===== src/rtl/axi_stream_defs.vh =====
// axi_stream_defs: shared helpers for stream blocks (popcount, clog2)
`ifndef AXI_STREAM_DEFS_VH
`define AXI_STREAM_DEFS_VH
function automatic int popcount(input logic [63:0] v);
  int n;
  n = 0;
  for (int i = 0; i < 64; i++) n += int'(v[i]);
  return n;
endfunction
function automatic int clog2_f(input int n);
  int r;
  r = 1;
  while ((1 << r) < n) r++;
  return r;
endfunction
`endif


===== src/rtl/axi_stream_rx_fifo_pkg.sv =====
// axi_stream_rx_fifo_pkg: shared helpers and entry layout for the rx fifo
package axi_stream_rx_fifo_pkg;
  `include "axi_stream_defs.vh"
  function automatic int entry_width(input int byte_width);
    return 9 * byte_width + 1;
  endfunction
endpackage


===== src/rtl/axi_stream_rx_fifo_if.sv =====
// axi_stream_rx_fifo_if: AXI-Stream beat channel with source/sink modports
interface axi_stream_rx_fifo_if #(
  parameter int byte_width = 4
);
  logic                    tvalid;
  logic                    tready;
  logic [8*byte_width-1:0] tdata;
  logic [byte_width-1:0]   tkeep;
  logic                    tlast;
  modport master (output tvalid, tdata, tkeep, tlast, input tready);
  modport slave  (input tvalid, tdata, tkeep, tlast, output tready);
endinterface


===== src/rtl/axi_stream_rx_fifo_mem.sv =====
// axi_stream_rx_fifo_mem: entry storage, one write port and one async read port
module axi_stream_rx_fifo_mem
  import axi_stream_rx_fifo_pkg::*;
#(
  parameter int width = 37,
  parameter int depth = 4
) (
  input  logic                       clk,
  input  logic                       we,
  input  logic [clog2_f(depth)-1:0]  waddr,
  input  logic [width-1:0]           wdata,
  input  logic [clog2_f(depth)-1:0]  raddr,
  output logic [width-1:0]           rdata
);
  logic [width-1:0] mem_q [depth];
  always_ff @(posedge clk) if (we) mem_q[waddr] <= wdata;
  assign rdata = mem_q[raddr];
endmodule


===== src/rtl/axi_stream_rx_fifo.sv =====
// axi_stream_rx_fifo: AXI-Stream sink into a show-ahead fifo with stats and sticky protocol checks
module axi_stream_rx_fifo
  import axi_stream_rx_fifo_pkg::*;
#(
  parameter int byte_width  = 4,
  parameter int depth       = 4,
  parameter int count_width = 16
) (
  input  logic                          clk,
  input  logic                          resetn,
  axi_stream_rx_fifo_if.slave           s_axis,
  input  logic                          rd_en,
  output logic                          rd_valid,
  output logic [8*byte_width-1:0]       rd_data,
  output logic [byte_width-1:0]         rd_keep,
  output logic                          rd_last,
  output logic [clog2_f(depth+1)-1:0]   level,
  output logic [count_width-1:0]        beat_count,
  output logic [count_width-1:0]        byte_count,
  output logic [count_width-1:0]        packet_count,
  output logic                          err_valid_drop,
  output logic                          err_unstable
);
  localparam int dw = 8 * byte_width;
  localparam int aw = clog2_f(depth);
  localparam int lw = clog2_f(depth + 1);
  localparam int ew = entry_width(byte_width);
  logic [aw-1:0] wr_q, wr_d, rd_q, rd_d;
  logic [lw-1:0] level_q, level_d;
  logic tready_q, tready_d, push, pop, stall_q, stall_d;
  logic [count_width-1:0] beat_q, beat_d, byte_q, byte_d, pkt_q, pkt_d;
  logic [count_width:0] byte_sum;
  logic [dw-1:0] tdata_q;
  logic [byte_width-1:0] tkeep_q;
  logic tlast_q, drop_q, drop_d, unst_q, unst_d;
  logic [ew-1:0] head;
  always_comb begin
    push     = s_axis.tvalid && tready_q;
    pop      = rd_en && rd_valid;
    wr_d     = wr_q + aw'(push);
    rd_d     = rd_q + aw'(pop);
    level_d  = level_q + lw'(push) - lw'(pop);
    tready_d = level_d < lw'(depth);
    beat_d   = beat_q + count_width'(push && ~&beat_q);
    pkt_d    = pkt_q + count_width'(push && s_axis.tlast && ~&pkt_q);
    byte_sum = {1'b0, byte_q} + (count_width+1)'(push ? popcount(64'(s_axis.tkeep)) : 0);
    byte_d   = byte_sum[count_width] ? '1 : byte_sum[count_width-1:0];
    stall_d  = s_axis.tvalid && !tready_q;
    // stall_q is cleared by reset, so nothing is judged on the first cycle after release
    drop_d   = drop_q || (stall_q && !s_axis.tvalid);
    unst_d   = unst_q || (stall_q && s_axis.tvalid &&
               (s_axis.tdata != tdata_q || s_axis.tkeep != tkeep_q || s_axis.tlast != tlast_q));
  end
  always_ff @(posedge clk or negedge resetn) begin
    if (!resetn) begin
      wr_q     <= '0;
      rd_q     <= '0;
      level_q  <= '0;
      tready_q <= 1'b0;
      beat_q   <= '0;
      byte_q   <= '0;
      pkt_q    <= '0;
      stall_q  <= 1'b0;
      tdata_q  <= '0;
      tkeep_q  <= '0;
      tlast_q  <= 1'b0;
      drop_q   <= 1'b0;
      unst_q   <= 1'b0;
    end else begin
      wr_q     <= wr_d;
      rd_q     <= rd_d;
      level_q  <= level_d;
      tready_q <= tready_d;
      beat_q   <= beat_d;
      byte_q   <= byte_d;
      pkt_q    <= pkt_d;
      stall_q  <= stall_d;
      tdata_q  <= s_axis.tdata;
      tkeep_q  <= s_axis.tkeep;
      tlast_q  <= s_axis.tlast;
      drop_q   <= drop_d;
      unst_q   <= unst_d;
    end
  end
  axi_stream_rx_fifo_mem #(.width(ew), .depth(depth)) u_mem (
    .clk   (clk),
    .we    (push),
    .waddr (wr_q),
    .wdata ({s_axis.tdata, s_axis.tkeep, s_axis.tlast}),
    .raddr (rd_q),
    .rdata (head)
  );
  assign s_axis.tready  = tready_q;
  assign rd_valid       = level_q != '0;
  assign rd_data        = head[ew-1 -: dw];
  assign rd_keep        = head[byte_width:1];
  assign rd_last        = head[0];
  assign level          = level_q;
  assign beat_count     = beat_q;
  assign byte_count     = byte_q;
  assign packet_count   = pkt_q;
  assign err_valid_drop = drop_q;
  assign err_unstable   = unst_q;
endmodule


===== src/flat_wrapper.sv =====
// flat-port wrapper written by rule: the top's interface ports become plain ports
module axi_stream_rx_fifo_flat import axi_stream_rx_fifo_pkg::*;
#(
  parameter int byte_width  = 4,
  parameter int depth       = 4,
  parameter int count_width = 16
)
  (clk, resetn, rd_en, rd_valid, rd_data, rd_keep, rd_last, level, beat_count, byte_count, packet_count, err_valid_drop, err_unstable, s_axis_tvalid, s_axis_tdata, s_axis_tkeep, s_axis_tlast, s_axis_tready);
  axi_stream_rx_fifo_if #(.byte_width(byte_width)) s_axis_i ();
  input  logic clk;
  input  logic resetn;
  input  logic rd_en;
  output logic rd_valid;
  output logic [8*byte_width-1:0] rd_data;
  output logic [byte_width-1:0] rd_keep;
  output logic rd_last;
  output logic [clog2_f(depth+1)-1:0] level;
  output logic [count_width-1:0] beat_count;
  output logic [count_width-1:0] byte_count;
  output logic [count_width-1:0] packet_count;
  output logic err_valid_drop;
  output logic err_unstable;
  input wire logic [$bits(s_axis_i.tvalid)-1:0] s_axis_tvalid;
  input wire logic [$bits(s_axis_i.tdata)-1:0] s_axis_tdata;
  input wire logic [$bits(s_axis_i.tkeep)-1:0] s_axis_tkeep;
  input wire logic [$bits(s_axis_i.tlast)-1:0] s_axis_tlast;
  output wire logic [$bits(s_axis_i.tready)-1:0] s_axis_tready;
  assign s_axis_i.tvalid = s_axis_tvalid;
  assign s_axis_i.tdata = s_axis_tdata;
  assign s_axis_i.tkeep = s_axis_tkeep;
  assign s_axis_i.tlast = s_axis_tlast;
  assign s_axis_tready = s_axis_i.tready;
  axi_stream_rx_fifo #(.byte_width(byte_width), .depth(depth), .count_width(count_width)) u_core (.clk(clk), .resetn(resetn), .s_axis(s_axis_i), .rd_en(rd_en), .rd_valid(rd_valid), .rd_data(rd_data), .rd_keep(rd_keep), .rd_last(rd_last), .level(level), .beat_count(beat_count), .byte_count(byte_count), .packet_count(packet_count), .err_valid_drop(err_valid_drop), .err_unstable(err_unstable));
endmodule

===== config.mk =====
export PLATFORM = sky130hd
export DESIGN_NAME = axi_stream_rx_fifo_flat
export DESIGN_NICKNAME = d
export VERILOG_FILES = /design/src/rtl/axi_stream_rx_fifo_pkg.sv /design/src/rtl/axi_stream_rx_fifo_if.sv /design/src/rtl/axi_stream_rx_fifo_mem.sv /design/src/rtl/axi_stream_rx_fifo.sv /design/src/flat_wrapper.sv
export VERILOG_INCLUDE_DIRS = /design/src /design/src/rtl
export SDC_FILE = /design/constraint.sdc
export NUM_CORES = 1
export LEC_CHECK = 0
export CAP_MARGIN = 20
export CORE_ASPECT_RATIO = 0.75
export CORE_MARGIN = 1
export CORE_UTILIZATION = 54
export CTS_CLUSTER_DIAMETER = 60
export CTS_CLUSTER_SIZE = 24
export DETAILED_ROUTE_END_ITERATION = 7
export PLACE_DENSITY = 0.79
export RECOVER_POWER = 100
export SYNTH_ARGS = -nofsm -noshare
export SYNTH_HDL_FRONTEND = slang
export SYNTH_SLANG_ARGS = --single-unit

===== constraint.sdc =====
create_clock -name clk -period 5 [get_ports clk]
set_input_delay 1 -clock clk [delete_from_list [all_inputs] [get_ports clk]]
set_output_delay 1 -clock clk [all_outputs]
set_load 0.05 [all_outputs]

After elaboration in Yosys (flattened, before gate mapping):

Memory sizes are Yosys's and may differ from the RTL's.
Cells that the tools add are included.
Widths: inputs -> output; s select.

* eq/ne operators: 3
* reduce and logical (&&, ||, !) cells: 20
* mux-type cells: 4
* add/sub/neg operators: 10
* order comparisons: 1

Operators with widths (count)
* $add 17x2->17: 2
* $add 16x1->16: 2
* $ne 32x32->1: 1
* $reduce_and 16->1: 2
* $add 16x17->17: 1
* $mux 17: 1
* $mux 16: 1
* $logic_and 1x1->1: 9
* $add 2x1->2: 2
* $logic_not 1->1: 4
* $logic_or 1x1->1: 4
* $ne 4x4->1: 1
* $add 3x1->3: 1
* $lt 3x3->1 const B: 1
* $reduce_bool 3->1: 1
* $sub 3x1->3: 1
* $add 1x1->2: 1
* $mux 1: 2
* $ne 1x1->1: 1

* output and inout bits: 92
* input port bits: 41
* memory bits (writable): 148
* word-level logic and storage cells: 52
* flip-flop bits (word level): 96
* memories: 1

Memory list
* u_core.u_mem.mem_q: words 4, width 37, read ports 1, clocked after Yosys merged registers in 0, write ports 1, line axi_stream_rx_fifo_mem.sv:15 `logic [width-1:0] mem_q [depth];`

Longest topological paths before layout:

Gate-level depths: netlist (run 1).

* word-level depth: 6
* mapped depth: 12
* depth with buffers taken out: 11

By module:

Synthesis (run 1) repeated with hierarchy kept, for this count alone.

* cell total of the unflattened synthesis: 518
* area, all modules: 9516.6 µm²

Modules (own cells, without submodules)
* axi_stream_rx_fifo_mem: instances 1, seq. area each 4444.3 µm², area an instance 5426.5 µm², cells an instance 197
* axi_stream_rx_fifo: instances 1, seq. area each 2402.3 µm², area an instance 4090.2 µm², cells an instance 321

Least setup slack after synthesis (run 1):

No wires, ideal clock.

* path type: input to register
* start: in s_axis_tvalid
* end: mem u_core.u_mem.mem_q[0][0], enable pin
* path slack: 0.864 ns
* required time: 4.523 ns
* stages: 2
* data arrival time: 3.658 ns
* library setup time: 0.477 ns
* path through: nand2_1 -> nor3_1

* longest elaborated chain between the ends: 3

Ends and longest elaborated chain
* start, declared: line flat_wrapper.sv:23 `input wire logic [$bits(s_axis_i.tvalid)-1:0] s_axis_tvalid;`
* $logic_and 1x1->1: line axi_stream_rx_fifo.sv:38 `push = s_axis.tvalid && tready_q;`
* $mux 1: line axi_stream_rx_fifo_mem.sv:16 `always_ff @(posedge clk) if (we) mem_q[waddr] <= wdata;`
* $mux 1 (implied by the code): line axi_stream_rx_fifo_mem.sv:16
* end, declared: line axi_stream_rx_fifo_mem.sv:15

No other way between the ends.

Worst setup path after layout (run 1):

* start: reg u_core.rd_q[0]
* end: out rd_data[0]

* longest elaborated chain between the ends: 1

Ends and longest elaborated chain
* start, declared: line axi_stream_rx_fifo.sv:28 `logic [aw-1:0] wr_q, wr_d, rd_q, rd_d;`
* start signal, assigned: line axi_stream_rx_fifo.sv:71 `rd_q <= rd_d;`
* $mem_v2 4x37
* end, declared: line flat_wrapper.sv:14 `output logic [8*byte_width-1:0] rd_data;`

No other way between the ends.

==> results of run 1 <==
-- path summary, 6_finish.rpt --
| kind | end | cells past startpoint | slack (ns) |
|---|---|---|---|
| min in group asynchronous | u_core.beat_count[2] | 1 | 1.66 |
| min | u_core.packet_count[5] | 1 | 0.49 |
| min reg2reg | u_core.packet_count[5] | 1 | 0.49 |
| max | rd_data[0] | 3 | 0.61 |
| max in group asynchronous | u_core.rd_q[1] | 1 | 1.15 |
| max reg2reg | u_core.u_mem.mem_q[1][26] | 5 | 1.55 |
-- sequential cells by signal, indices dropped and copies added (netlist names) --
| register | flops |
|---|---|
| u_core.rd_q | 2 |
| u_core.u_mem.mem_q | 148 |
| u_core.stall_q | 1 |
| u_core.packet_count | 16 |
| u_core.wr_q | 2 |
| u_core.err_valid_drop | 1 |
| u_core.level | 3 |
| u_core.tkeep_q | 4 |
| u_core.byte_count | 16 |
| u_core.beat_count | 16 |
| u_core.s_axis.tready | 1 |
| u_core.err_unstable | 1 |
| u_core.tdata_q | 32 |
| u_core.tlast_q | 1 |
-- cell usage in the layout, fill, tap and decap left out, types with 6 or more instances in the layout --
cell type,count
ha_1,13
xor2_1,8
inv_1,16
nand3_1,19
clkbuf_1,7
or4_1,6
nor2_1,8
edfxtp_1,148
mux4_2,37
dlygate4sd3_1,129
xnor2_1,67
nand4_1,20
nor3_1,9
dfrtp_1,95
nand2_1,21
clkbuf_16,15
and3_1,7
-- kinds of logic (layout without fill, tap and decap cells) --
kind of cell | after synthesis | count (layout) | synth area share
XOR/XNOR | 75 | 75 | 0.0695
buffers and inverters | 27 | 178 | 0.0121
AO/OA/AOI/OAI | 15 | 15 | 0.0111
other | 0 | 3 | 0
flip-flops | 244 | 244 | 0.725
adder cells (fa/ha/maj) | 16 | 16 | 0.0236
multiplexers | 40 | 40 | 0.0916
AND/OR/NAND/NOR | 110 | 110 | 0.0674
-- synthesized netlist by cell type, types with 5 or more instances --
cell / count
dfrtp_1: 96
nand2_1: 20
ha_1: 13
nor3_1: 9
or4_1: 6
nor2_1: 8
xnor2_1: 67
inv_1: 16
nand4_1: 20
nand3_1: 18
clkbuf_1: 5
mux4_2: 37
edfxtp_1: 148
xor2_1: 8
and3_1: 7
-- power groups by stage --
stage	Sequential (mW)	Combinational [mW]	Clock [mW]
global placement	2.74	2.41	0
CTS	2.72	2.45	1.26
finish	2.71	2.30	1.23
floorplan	2.91	1.46	0
detailed placement	2.76	2.44	0
global route	2.76	2.43	1.33
-- per-layer routing --
| metal | up-vias | part of all wire |
|---|---|---|
| li1 | 2278 | - |
| met1 | 2631 | 0.45 |
| met2 | 152 | 0.48 |
| met3 | 33 | 0.051 |
| met4 | 2 | 0.022 |
| met5 | - | 0.00061 |
-- cell type report --
type                       instances  area (sq um)  share of cell area
sequential                       244          6850               0.596
multi-input combinational        256          2470               0.215
timing repair buffer             137          1350               0.117
clock buffer                      21           408              0.0355
tap                              236           295              0.0257
inverter                          16          60.1             0.00523
clock inverter                     4          56.3             0.00490
antenna                            3          7.51            0.000653
==> results.md, run 1 <==
* Status: finished, violations left
* Failing checks: max-capacitance violations, max-slew violations
* Top post-synthesis cells by area: edfxtp_1 47%, dfrtp_1 25%, mux4_2 8.8%
* CP Data Required Time at 4.00 ns
* Syn Area/Cell at 17.9 sq um
* Residual DRC at 0
* Final Hold Violating Endpoints at 0
* Final setup viols at 0
* Final GP Congestion at 0.792
* First-pass GRT wire length at 28500 um
* Via density at 5.56
* Crit path max-delay family: buffers and inverters
* Critical path peak fanout at 25
* Final std cells w/o fill at 917
* Fin. max-slew vios at 189
* I/O Buffers at 132
* Pre-CTS WS at 0.566 ns
* RSZ-0062 raised after global routing: false
* WS Path Type: flip-flop to primary output
* Max Root-Sink Buffers at 3
* CP arrival at 3.39 ns
* Reg clk slew, reported paths at 0.08 ns
* Met2 usage at 0.347
* Worst slew pin tran at about 3.4 ns
* Detailed-placement wirelength estimate at approximately 12000 um
* Post-placement cell area at 0.0111 sq mm
* Fmax at 0.228 GHz
* Share of the yosys chip area belonging to registers at 0.725
* Syn Inst Count at 527
* Clock tree sinks at 244
* Worst r2r src: u_core.s_axis.tready
* EDFF count, synth at 148
* Core Util, Final at 0.677
* I/O pin count at 133
* Pre-antenna DRT Iters at 5
* Syn nets at 584
* P&R area growth vs syn at 21.6%
* Skew final at 0.0136 ns
* Clk root buf: clkbuf_16
* Grt total ovfl at 0
* Fillers at 1121
* Total die area at 0.0180 sq mm
* CP startpoint: u_core.rd_q[0]
* Detailed Route WL at around 18000 um
* Internal at 3.85 mW
* Period utilisation layout at 0.878
* Max-cap violations at 5
* Detailed Route Iter0 Violations at about 240
* Fin worst setup slack at a little over 0.6 ns
* # hold bufs at CTS at 0
* Most used DFF post-synth: edfxtp_1
* Die Y at 117 um
* Worst skew pair latency at ~0.47 ns
* Met1 usage at 0.289
* Worst Hold Class: flip-flop to flip-flop
* Pleak at 4.29 nW
* Share of layout cells above drive strength 1 at 0.100
* Relative slew slack at -1.26
* Setup TNS at 0 ns
* Postcts setup bufs at 0
* Htree depth at 1
* Design area at ~0.011 sq mm
* Net Switching at 2.40 mW
* CP bufs+invs at 2
* Yosys warnings at 0
* Post-layout power at 6.25 mW
* Met3 Usage GRT at 0.0449
* Placed insts at 889
* Gr usage total at 0.209
* Min Clock Period, post-route at 4.39 ns
* CTS tree: yes
* Clk pwr share at 0.197
* Die Width at around 150 um
* Critical Path Max Stage Delay at 0.91 ns
* Routed wire per std cell at 19.7 um
* Comb pwr share at 0.368
* Core area at 0.0170 sq mm
* Starting Density at 0.556
* Mapped Area at 0.00945 sq mm
* Largest net degree at the start of global routing at 63
* Cell variety after synth at 41
* Grt peak-use layer: met2
* Share of the synthesized area in the top cell type at 0.470
* Final Hold Slack at slightly below 0.5 ns
* Maximum VDD drop at 0.400 mV
* FP Rows at 41
* Critical Path Sink Type: primary output
* Sequence of cells on the critical path: buf_4 > mux4_2 > dlygate4sd3_1
* Vias in the first global route at 5350
* Routed Antenna Nets at 0
* Startpoint types: flip-flop
* Antenna violations before repair at 4
* Fin nets at 727
* PostCTS Resize Cnt at 0
* Slowest CP cell: dfrtp_1
* CTS Buf Count at 15
* HP Start: u_core.packet_count[5]
* PwrDens at 544 mW/mm^2
* Vias at 5096
* FF+latch count, synth at 244
* Asr flop ratio synth at 0.393
* Sw Ratio at 0.384
* Yosys top cell by area: edfxtp_1
* Sequential fraction of design power at 0.434
Power figures use the tool's default switching activity.
==> run 2, diff against run 1 <==
Settings changed: CORE_UTILIZATION 54 to 56, CTS_BUF_LIST from default to sky130_fd_sc_hd__clkbuf_4 sky130_fd_sc_hd__clkbuf_8, PLACE_DENSITY 0.79 to 0.82.
==> run 2 against run 1 <==
  * The run ends with design-rule violations, max-capacitance violations, max-slew violations left
  * Total power is 4.5% lower
  * Sequential power is essentially flat
  * First-iteration DRC count increased by 15%
  * Wire length shrank 1.8%
  * Clock skew up 0.0067 ns
  * Die area is 3.5% lower
  * Hold slack got worse by 0.021 ns
  * Design area fell by 1.6%
  * Count of clock-buffer cells in the layout shrank 2
  * Critical endpoint is now u_core.byte_count[0]
==> results.md, run 2 (synthesized netlist as in run 1, its figures left out) <==
* Grt peak-use layer: met2
* Routed Antenna Nets at 0
* Die Y at 114 um
* Final Hold Violating Endpoints at 0
* Maximum VDD drop at 0.303 mV
* Largest net degree at the start of global routing at 51
* Clk root buf: clkbuf_8
* I/O pin count at roughly 130
* Grt total ovfl at 0
* WS Path Type: primary input to flip-flop
* Startpoint types: primary input
* P&R area growth vs syn at 19.7%
* Failing checks: design-rule violations, max-capacitance violations, max-slew violations
* Fmax at 0.236 GHz
* Gr usage total at 0.214
* Max Root-Sink Buffers at 3
* Period utilisation layout at 0.846
* Final GP Congestion at ~0.77
* Pre-antenna DRT Iters at 6
* Worst slew pin tran at approximately 2.6 ns
* CP arrival at 4.63 ns
* CTS Buf Count at 14
* Max reg flops at 148
* Commonest non-fill, non-tap cell in the layout: edfxtp_1
* Vias in the first global route at 5259
* Relative slew slack at -0.710
* Final setup viols at 0
* PwrDens at 528 mW/mm^2
* First-pass GRT wire length at 28600 um
* CP Data Required Time at 5.40 ns
* Worst skew pair latency at 0.51 ns
* Clock tree sinks at about 240
* Met3 Usage GRT at 0.0450
* Largest Register: u_core.u_mem.mem_q
* Detailed Route Iter0 Violations at 273
* Core area at 0.0163 sq mm
* Residual DRC at 32
* Met2 usage at 0.358
* RSZ-0062 raised after global routing: false
* Design area at 0.0113 sq mm
* Worst Hold Class: flip-flop to flip-flop
* Routed wire per std cell at 20.0 um
* Met1 usage at 0.300
* Critical Path Sink Type: flip-flop
* Vias at 5007
* Fin nets at a little over 700
* Detailed-placement wirelength estimate at 11500 um
* Fillers at between 1000 and 1500
* FP Rows at 40
* PostCTS Resize Cnt at 0
* Pleak at 4.23 nW
* Antenna violations before repair at 1
* Post-placement cell area at 0.0111 sq mm
* I/O Buffers at 132
* Htree depth at 1
* Skew final at 0.0203 ns
* Die Width at around 150 um
* Critical path peak fanout at 12
* Total die area at 0.0174 sq mm
* Detailed Route WL at 17700 um
* Share of layout cells above drive strength 1 at 0.102
* Most frequent cells in the layout: 148 x edfxtp_1, 130 x dlygate4sd3_1, 95 x dfrtp_1, 67 x xnor2_1, 37 x mux4_2
* CTS tree: yes
* Post-layout power at 5.97 mW
* Fin. max-slew vios at 153
* Postcts setup bufs at 0
* Number of cells on the worst hold path at 1
* Starting Density at 0.581
* Max-cap violations at 5
* Min Clock Period, post-route at roughly 4.2 ns
* # hold bufs at CTS at 0
* Setup TNS at 0 ns
* Via density at about 5.6
* Status: finished, violations left
* Reg2Reg Depth at 5
* Largest regs: u_core.u_mem.mem_q x148, u_core.tdata_q x32
* Reg clk slew, reported paths at ~0.13 ns
-- run 2: changes by cell type in the layout (fill, tap and decap cells not counted), sizes merged --
cell           delta
clkinvlp          -1
buf               -2
diode             -2
clkdlybuf4s50     -1
bufinv            +1
dlygate4sd3       +1
clkinv            +1
-- run 2: stage by stage --
step | instances | setup WS, ns | utilization | hold slack (ns)
after floorplan | 527 | 0.864 | - | 0.454
after global placement | 863 | 0.775 | 0.680 | 0.462
after detailed placement | 863 | 0.669 | 0.680 | 0.453
after CTS | 887 | 1.04 | 0.698 | 0.482
after global routing | 887 | 0.530 | 0.695 | 0.497
final | 888 | 0.770 | 0.695 | 0.474
-- run 2: power breakdown --
group          total (mW)  internal [mW]  switching, mW
logic                2.31          0.813           1.49
registers            2.71           2.45          0.264
clock network       0.947          0.370          0.578
total                5.97           3.63           2.33
-- run 2: layer usage --
metal / vias up / part of all wire
met5: - / 0.00073
met4: 2 / 0.0099
met3: 17 / 0.060
met2: 135 / 0.49
met1: 2580 / 0.44
li1: 2273 / -
-- run 2: layout make-up --
type	count	area, sq um	area share
diodes	1	2.50	0.000221
clock inverters	5	55.1	0.00487
clock buffers	19	236	0.0209
well taps	210	263	0.0232
multi-input cells	256	2470	0.219
repair buffers	137	1370	0.121
inverters	16	60.1	0.00531
flip-flops and latches	244	6850	0.606
-- run 2: worst max-delay path, stage by stage --
cell	delay, ns
dlygate4sd3_1	0.65
ha_1	0.31
inv_1	0.05
fa_1	0.37
inv_1	0.06
ha_1	0.22
and3_1	0.22
fa_1	0.44
a21oi_1	0.41
or2_2	0.23
or3_1	0.38
or2b_1	0.28
-- run 2: worst paths after layout --
path                                            endpoint  slack [ns]             startpoint
min in group asynchronous        u_core.packet_count[11]        1.28                 resetn
worst max-delay path                u_core.byte_count[0]        0.77        s_axis_tkeep[1]
worst min-delay path               u_core.err_valid_drop        0.47  u_core.err_valid_drop
worst max register to register  u_core.u_mem.mem_q[1][4]        1.54   u_core.s_axis.tready
max in group asynchronous              u_core.tdata_q[2]        1.40                 resetn
worst min register to register     u_core.err_valid_drop        0.47  u_core.err_valid_drop
